File: config.mk
export PLATFORM = sky130hd
export DESIGN_NAME = uart_rx_fsm
export DESIGN_NICKNAME = d
export VERILOG_FILES = /design/src/rtl/uart_rx_pkg.sv /design/src/rtl/uart_rx_edge_bit_cnt.sv /design/src/rtl/uart_rx_fsm.sv
export SDC_FILE = /design/constraint.sdc
export NUM_CORES = 1
export LEC_CHECK = 0
export ABC_CLOCK_PERIOD_IN_PS = 2600
export BUFFER_PORTS_ARGS = -buffer_cell sky130_fd_sc_hd__clkbuf_2
export CORE_MARGIN = 2
export CORE_UTILIZATION = 51
export DETAILED_ROUTE_END_ITERATION = 10
export PLACE_DENSITY = 0.75
export SYNTH_ARGS = -nofsm -noshare
export SYNTH_HDL_FRONTEND = slang
export SYNTH_SLANG_ARGS = --single-unit
File: constraint.sdc
create_clock -name CLK -period 2.6 [get_ports CLK]
set_input_delay 0.65 -clock CLK [delete_from_list [all_inputs] [get_ports CLK]]
set_output_delay 0.65 -clock CLK [all_outputs]
set_load 0.01 [all_outputs]
File: src/rtl/uart_rx_pkg.sv
// Shared types and sampling offsets for the UART receive frame controller.
package uart_rx_pkg;

  typedef enum logic [2:0] {
    StIdle,
    StStart,
    StData,
    StParity,
    StStop
  } rx_state_e;

  // Majority window half-width and decision offset, both relative to mid-bit edge H.
  localparam int unsigned SAMP_OFS   = 1;
  localparam int unsigned DECIDE_OFS = 2;

  function automatic logic maj3(input logic a, input logic b, input logic c);
    return (a & b) | (a & c) | (b & c);
  endfunction

endpackage

File: src/rtl/uart_rx_edge_bit_cnt.sv
// Oversampling edge counter (0..prescale-1) and frame bit counter with synchronous clear.
module uart_rx_edge_bit_cnt #(
  parameter int unsigned PRESC_W = 6,
  parameter int unsigned BIT_W   = 4
) (
  input  logic               clk_i,
  input  logic               rst_ni,
  input  logic               en_i,
  input  logic               clr_i,
  input  logic [PRESC_W-1:0] prescale_i,
  output logic [PRESC_W-1:0] edge_cnt_o,
  output logic [BIT_W-1:0]   bit_cnt_o,
  output logic               bit_done_o
);

  logic [PRESC_W-1:0] edge_q, edge_d;
  logic [BIT_W-1:0]   bit_q, bit_d;
  logic               last_edge;

  assign last_edge  = (edge_q == prescale_i - PRESC_W'(1));
  assign bit_done_o = en_i && last_edge;

  always_comb begin
    edge_d = edge_q;
    bit_d  = bit_q;
    if (clr_i) begin
      edge_d = '0;
      bit_d  = '0;
    end else if (en_i) begin
      if (last_edge) begin
        edge_d = '0;
        bit_d  = bit_q + BIT_W'(1);
      end else begin
        edge_d = edge_q + PRESC_W'(1);
      end
    end
  end

  always_ff @(posedge clk_i or negedge rst_ni) begin
    if (!rst_ni) begin
      edge_q <= '0;
      bit_q  <= '0;
    end else begin
      edge_q <= edge_d;
      bit_q  <= bit_d;
    end
  end

  assign edge_cnt_o = edge_q;
  assign bit_cnt_o  = bit_q;

endmodule

File: src/rtl/uart_rx_fsm.sv
// UART receive frame controller: start detect, mid-bit sampling, LSB-first deserialise, error flags.
// Define UART_RX_MAJORITY_EN to decide each bit by 3-sample majority instead of a single sample.
module uart_rx_fsm
  import uart_rx_pkg::*;
#(
  parameter int unsigned DATA_WIDTH = 8,
  parameter int unsigned PRESC_W    = 6
) (
  input  logic                  CLK,
  input  logic                  RST,
  input  logic                  RX_IN,
  input  logic                  PAR_EN,
  input  logic                  PAR_TYP,
  input  logic [PRESC_W-1:0]    Prescale,
  input  logic                  par_err,
  output logic                  samp_bit,
  output logic                  dat_chk_en,
  output logic                  par_chk_en,
  output logic                  par_typ_o,
  output logic [DATA_WIDTH-1:0] P_DATA,
  output logic                  data_valid,
  output logic                  stp_err,
  output logic                  strt_glitch
);

  localparam int unsigned BitW = $clog2(DATA_WIDTH + 3);

  rx_state_e             state_q, state_d;
  logic [PRESC_W-1:0]    edge_cnt, half;
  logic [BitW-1:0]       bit_cnt;
  logic                  bit_done, cnt_en, cnt_clr, decide, bit_val, start_det;
  logic                  dat_stb_d, par_stb_d, valid_d, stp_d, glitch_d;
  logic                  par_en_q, par_typ_q, par_cap_q, par_flag_q;
  logic                  samp_bit_q, dat_chk_en_q, par_chk_en_q;
  logic                  data_valid_q, stp_err_q, strt_glitch_q;
  logic [DATA_WIDTH-1:0] shadow_q, p_data_q;

  assign half      = Prescale >> 1;
  assign decide    = (edge_cnt == half + PRESC_W'(DECIDE_OFS));
  assign start_det = (state_q == StIdle) && !RX_IN;
  assign cnt_en    = (state_q != StIdle) || !RX_IN;
  assign cnt_clr   = (state_q != StIdle) && (state_d == StIdle);

  uart_rx_edge_bit_cnt #(
    .PRESC_W (PRESC_W),
    .BIT_W   (BitW)
  ) u_cnt (
    .clk_i      (CLK),
    .rst_ni     (RST),
    .en_i       (cnt_en),
    .clr_i      (cnt_clr),
    .prescale_i (Prescale),
    .edge_cnt_o (edge_cnt),
    .bit_cnt_o  (bit_cnt),
    .bit_done_o (bit_done)
  );

`ifdef UART_RX_MAJORITY_EN
  logic samp_lo_q, samp_mid_q, samp_hi_q;

  always_ff @(posedge CLK or negedge RST) begin
    if (!RST) begin
      samp_lo_q  <= 1'b0;
      samp_mid_q <= 1'b0;
      samp_hi_q  <= 1'b0;
    end else begin
      if (edge_cnt == half - PRESC_W'(SAMP_OFS)) samp_lo_q <= RX_IN;
      if (edge_cnt == half) samp_mid_q <= RX_IN;
      if (edge_cnt == half + PRESC_W'(SAMP_OFS)) samp_hi_q <= RX_IN;
    end
  end

  assign bit_val = maj3(samp_lo_q, samp_mid_q, samp_hi_q);
`else
  logic samp_q;

  always_ff @(posedge CLK or negedge RST) begin
    if (!RST) begin
      samp_q <= 1'b0;
    end else if (edge_cnt == half) begin
      samp_q <= RX_IN;
    end
  end

  assign bit_val = samp_q;
`endif

  always_comb begin
    state_d   = state_q;
    dat_stb_d = 1'b0;
    par_stb_d = 1'b0;
    valid_d   = 1'b0;
    stp_d     = 1'b0;
    glitch_d  = 1'b0;
    unique case (state_q)
      StIdle: begin
        if (!RX_IN) state_d = StStart;
      end
      StStart: begin
        if (decide && bit_val) begin
          glitch_d = 1'b1;
          state_d  = StIdle;
        end else if (bit_done) begin
          state_d = StData;
        end
      end
      StData: begin
        dat_stb_d = decide;
        // bit_cnt counts frame bits, so the last data bit sits at index DATA_WIDTH.
        if (bit_done && (bit_cnt == BitW'(DATA_WIDTH))) begin
          state_d = par_en_q ? StParity : StStop;
        end
      end
      StParity: begin
        par_stb_d = decide;
        if (bit_done) state_d = StStop;
      end
      StStop: begin
        if (decide) begin
          // Leave early so a back-to-back start edge is caught during the stop bit tail.
          state_d = StIdle;
          stp_d   = !bit_val;
          valid_d = bit_val && !par_flag_q;
        end
      end
      default: state_d = StIdle;
    endcase
  end

  always_ff @(posedge CLK or negedge RST) begin
    if (!RST) begin
      state_q       <= StIdle;
      par_en_q      <= 1'b0;
      par_typ_q     <= 1'b0;
      par_cap_q     <= 1'b0;
      par_flag_q    <= 1'b0;
      samp_bit_q    <= 1'b0;
      dat_chk_en_q  <= 1'b0;
      par_chk_en_q  <= 1'b0;
      data_valid_q  <= 1'b0;
      stp_err_q     <= 1'b0;
      strt_glitch_q <= 1'b0;
      shadow_q      <= '0;
      p_data_q      <= '0;
    end else begin
      state_q       <= state_d;
      dat_chk_en_q  <= dat_stb_d;
      par_chk_en_q  <= par_stb_d;
      data_valid_q  <= valid_d;
      stp_err_q     <= stp_d;
      strt_glitch_q <= glitch_d;
      par_cap_q     <= par_chk_en_q;
      if (decide && (state_q != StIdle)) samp_bit_q <= bit_val;
      if (start_det) begin
        par_en_q   <= PAR_EN;
        par_typ_q  <= PAR_TYP;
        par_flag_q <= 1'b0;
      end else if (par_cap_q) begin
        par_flag_q <= par_err;
      end
      if (dat_stb_d) shadow_q <= {bit_val, shadow_q[DATA_WIDTH-1:1]};
      if (valid_d) p_data_q <= shadow_q;
    end
  end

  assign samp_bit    = samp_bit_q;
  assign dat_chk_en  = dat_chk_en_q;
  assign par_chk_en  = par_chk_en_q;
  assign par_typ_o   = par_typ_q;
  assign P_DATA      = p_data_q;
  assign data_valid  = data_valid_q;
  assign stp_err     = stp_err_q;
  assign strt_glitch = strt_glitch_q;

endmodule

# After elaboration in Yosys (flattened, before gate mapping)
# Index checks and enable logic that the tools add are counted.
# Widths: inputs -> output; s select.
[totals] ramBits=0 latch_bits=0 regBits=40 rom_bits=0 output_inout_bits=15 n_memories=0 word_cells=70
[classes] shifts=0 mux=24 eq_ne=8 mul=0 addsub=4 bitwise_logic=0 div=0 n_reduce_logical=18 order_cmp=0
[ops] operator="$mux 3" count=7
[ops] operator="$mux 6" count=3
[ops] operator="$pmux 3 s5" count=1
[ops] operator="$eq 6x6->1" count=2
[ops] operator="$mux 4" count=3
[ops] operator="$mux 1" count=10
[ops] operator="$logic_and 1x1->1" count=7
[ops] operator="$add 5x2->6 const B" count=1
[ops] operator="$add 6x1->6 const B" count=1
[ops] operator="$eq 3x2->1 const B" count=2
[ops] operator="$eq 6x5->1" count=1
[ops] operator="$logic_not 3->1" count=2
[ops] operator="$reduce_bool 2->1" count=3
[ops] operator="$sub 6x1->6 const B" count=1
[ops] operator="$add 4x1->4 const B" count=1
[ops] operator="$eq 4x4->1 const B" count=1
[ops] operator="$eq 3x1->1 const B" count=1
[ops] operator="$eq 3x3->1 const B" count=1
[ops] operator="$logic_not 1->1" count=3
[ops] operator="$reduce_bool 3->1" count=1
[ops] operator="$reduce_and 2->1" count=1
[ops] operator="$logic_or 1x1->1" count=1

# Longest topological paths before layout
[logic_depth] depth_word=10 ltp_mapped=11

# Cells and area by module
# A second synthesis with hierarchy kept.
[unflattened] cells_unflattened=187 hier_area_um2=2130.8
[modules_own_cells] mod="uart_rx_fsm" cells_each=111 area_each_um2=1432.6 instances=1
[modules_own_cells] mod="uart_rx_edge_bit_cnt" cells_each=76 area_each_um2=698.2 instances=1

# Worst setup path after synthesis
# No wires, ideal clock.
[synth_path] kind="input to register" start="in Prescale[2]" end="reg u_cnt.edge_q[1] (netlist: u_cnt.edge_cnt_o[1])" cell_stages=8 required_time_ps=2464 arrival_time_ps=2864 path_slack_ps=-399 setup_time_ps=136 path_buffers=1 path_cell_list="or3_4 > or4_1 > a2111oi_1 > and4b_1 > buf_2 > o21ai_2 > a311oi_4 > o31ai_2"
[synth_between] elab_chain_len=9 word_cells_on_any_way=19 cone_classes="add/sub: 2; eq/ne: 2; mux: 9; reduce/logical: 6"
[synth_rtl] element="start, declared" line_no="uart_rx_fsm.sv:14" text="input logic [PRESC_W-1:0] Prescale,"
[synth_rtl] element="$sub 6x1->6" line_no="uart_rx_edge_bit_cnt.sv:20" text="assign last_edge = (edge_q == prescale_i - PRESC_W'(1));"
[synth_rtl] element="$eq 6x6->1" line_no="uart_rx_edge_bit_cnt.sv:20"
[synth_rtl] element="$logic_and 1x1->1" line_no="uart_rx_edge_bit_cnt.sv:21" text="assign bit_done_o = en_i && last_edge;"
[synth_rtl] element="$mux 3 or $logic_and 1x1->1 (tied branches)" line_no="uart_rx_fsm.sv:103, uart_rx_fsm.sv:110"
[synth_rtl] element="$mux 3, on equally long branches" line_no="uart_rx_fsm.sv:100, uart_rx_fsm.sv:110"
[synth_rtl] element="$pmux 3 s5 (*)" line_no="uart_rx_fsm.sv:95" text="unique case (state_q)"
[synth_rtl] element="named net state_d[0]" line_no="uart_rx_fsm.sv:28" text="rx_state_e state_q, state_d;"
[synth_rtl] element="$logic_not 3->1 (*)" line_no="uart_rx_fsm.sv:42" text="assign cnt_clr = (state_q != StIdle) && (state_d == StIdle);"
[synth_rtl] element="$logic_and 1x1->1 (*)" line_no="uart_rx_fsm.sv:42"
[synth_rtl] element="$mux 6 or $reduce_bool 2->1 (tied branches)"
[synth_rtl] element="end signal, assigned" line_no="uart_rx_edge_bit_cnt.sv:44" text="edge_q <= edge_d;"
[synth_rtl] element="end, declared" line_no="uart_rx_edge_bit_cnt.sv:16" text="logic [PRESC_W-1:0] edge_q, edge_d;"
# The timed path passes the listed nets; every way through them passes the cells marked *. The select of a mux whose other input is x is not followed.
# A chain may end at the register's enable or synchronous reset.

# Worst setup path in the final report
# Same ends and word-level chain as after synthesis.

==> impl_metrics.ini <==
[placement]
dpl_worst_slack_ns = -0.311
place_congestion = 0.881
place_area_sq_um = 2520
dp.cells = 289
port_buffers = 26
place_hpwl_mm = 3.12

[layout]
n_antenna_cell = 0
layout.cells.most_common = dfrtp_1
seq_area_sq_um = 1000
final_cell_mix = dfrtp_1 (40), clkbuf_2 (26), buf_4 (23)
final_layout_size_suffix_gt1_share_pct = 38.1
finalInstanceArea_sq_um = 2690
fin_cells = 297
fin_nets = 266
nFillCells = 314
multi_input_area_sq_um = 1110
syn_to_final_growth_pct = 28.0

[critical_path]
cp-end-kind = register
critPathSlowestCell = or4_4
cp.arrival_ns = 2.74
cp_cell_sequence = clkbuf_2, or3_4, or4_4, a2111oi_4, and4b_2, o21ai_2, a311oi_4, buf_12, o31ai_2
cp.required_ns = 2.78
max_stage_delay_ns = 0.43
critPathKind = in -> reg
path_max_fanout = 10
r2r_slack_ns = 0.26
startpoint_type = input port

[clocking]
cts_buffer_depth = 2
cts-root-buf = clkbuf_8
cts.sinks = 40
cts_tree = built
clk_pin_slew_ns = 0.08
cts_buffers = 5
clk-insertion-delay-late_ns = 0.29
htreeDepth = 2

[global_routing]
grt_pass1_wl_mm = 6.77
grt_max_degree = 41
grt_pass1_vias = 1472
antenna_found_initial = 0
grt.total_usage_pct = 19.9
grt_overflow_total = 0

[timing]
hold_viol_final = 0
worst_pin_slew_ns = 0.504
fin_skew_ns = 0.00483
fin_tns_setup_ns = 0
drv_slew = 0
setup_slack_ns = 0.0378
rsz0062_at_grt = yes
holdWs_ns = 0.394
finalSetupViolations = 0
relSlewSlack_pct = 66.4
fin_crit_ns = 2.56
fmax_mhz = 390
fin_crit_sh_pct = 98.5

[power_and_ir_drop]
p_leak_uw = 0.00127
ir_drop_uv = 522
power_density_nw_per_um2 = 820

[detailed_routing]
drt-total-wl_mm = 4.24
wl_per_cell_um = 14.3
drt_iter0_drc = 39
drc = 0
dr.pass1.iters = 4
detail-route-antenna-nets = 0
vias_per_cell = 5.38
detailroute.via_count = 1599

[die]
coreArea_sq_um = 3970
dieArea_sq_um = 4640
start_util_pct = 52.8
ios = 27
die_width_um = 68.1
rows = 23
die-height_um = 68.1

[yosys]
synth.top_cell.area_share_pct = 47.7
syn-cell-area_sq_um = 2100
ys_async_sr_fraction_pct = 100
yosys_warnings = 0
synthFlopType = dfrtp_1
syn_avg_cell_area_sq_um = 10.9
ys_seq_elements = 40
syn_nets = 212
netlist_top_cells_area = dfrtp_1 (48%), mux2_2 (9.7%), xnor2_1 (5.8%)
synth_cell_type_count = 42
yosysSeqAreaShare_pct = 47.7
syn_inst = 193
synth-edff-count = 0
synth.largest_area_cell = dfrtp_1

[worst_hold_path]
hp-class = reg -> reg

[run]
drv_cap = 0

[outcome]
outcome = finished, final reports clean
==> kinds of logic after synthesis <==
kind of cell / synth area share (%)
AOI/OAI and AO/OA: 9.36
xor gates and xnor gates: 7.93
adders and majority gates: 4.17
buffers and inverters: 2.62
DFF: 47.7
muxes: 10.1
and+or+nand+nor: 18.1
==> path summary, 6_finish.rpt <==
kind | startpoint | end | cells after the start
max reg2reg | u_cnt.edge_cnt_o[5] | u_cnt.edge_cnt_o[1] | 8
max | Prescale[2] | u_cnt.edge_cnt_o[1] | 9
min in group asynchronous | RST | bit_val | 2
max in group asynchronous | RST | shadow_q[2] | 2
min reg2reg | par_chk_en | par_cap_q | 0
min | par_chk_en | par_cap_q | 0
==> metal layers <==
metal / up-vias / track usage, % / wire (um)
li1: 788 / - / -
met1: 783 / 27.7 / 2090
met2: 24 / 30.7 / 1990
met3: 4 / 5.43 / 126
met4: 0 / 5.25 / 36
met5: - / 0 / 0
==> cell usage after synthesis (all sizes together) (3+ instances only) <==
| cell | instances |
|---|---|
| mux2 | 18 |
| xor2 | 5 |
| and3 | 4 |
| dfrtp | 40 |
| xnor2 | 14 |
| a21oi | 8 |
| nand3 | 9 |
| ha | 7 |
| nand2 | 12 |
| inv | 8 |
| nor3 | 3 |
| nor2 | 13 |
| or3 | 3 |
| o21ai | 10 |
| nand3b | 4 |
| clkbuf | 4 |
==> registers in the layout, indices dropped and copies added, names as in the netlist <==
name / count
par_flag_q: 1
shadow_q: 8
data_valid: 1
samp_bit: 1
par_cap_q: 1
dat_chk_en: 1
u_cnt.bit_cnt_o: 4
bit_val: 1
strt_glitch: 1
P_DATA: 8
par_chk_en: 1
par_typ_o: 1
u_cnt.edge_cnt_o: 6
state_q: 3
par_en_q: 1
stp_err: 1
==> power breakdown <==
| group | total (uW) | switching [uW] | internal, uW | leakage (uW) |
|---|---|---|---|---|
| Clock | 582 | 205 | 378 | 0.0000642 |
| Sequential | 848 | 126 | 722 | 0.000540 |
| Combinational | 772 | 398 | 375 | 0.000670 |
| Total | 2200 | 729 | 1470 | 0.00127 |
==> stage by stage <==
| stage | utilization (%) | total power, uW |
|---|---|---|
| finish | 67.6 | 2200 |
| global placement | 63.4 | 1580 |
| CTS | 66.7 | 2190 |
| detailed placement | 63.4 | 1600 |
| global route | 67.6 | 2340 |
| floorplan | - | 1340 |
==> layout make-up <==
type,count,area share [%]
Inverter,8,1.12
Tap cell,50,2.33
Clock buffer,5,2.56
Clock inverter,2,2.24
Timing Repair Buffer,53,13.3
Sequential cell,40,37.3
Multi-Input combinational cell,139,41.2
==> critical path, delay by kind of cell <==
family | cells | cell delay (ns)
AOI/OAI and AO/OA | 4 | 0.72
buffers and inverters | 2 | 0.26
and+or+nand+nor | 3 | 1.11
==> repair_timing <==
item / 4_1_cts / 5_1_grt
endpoints found under the hold margin: 0 / 0
buffers inserted: 0 / 1
resized for setup: 1 / 8
hold buffers: 0 / 0
endpoints found under the setup margin: 1 / 26
pin swaps: 1 / 1
Note: power is estimated with default switching activity, not from simulation.
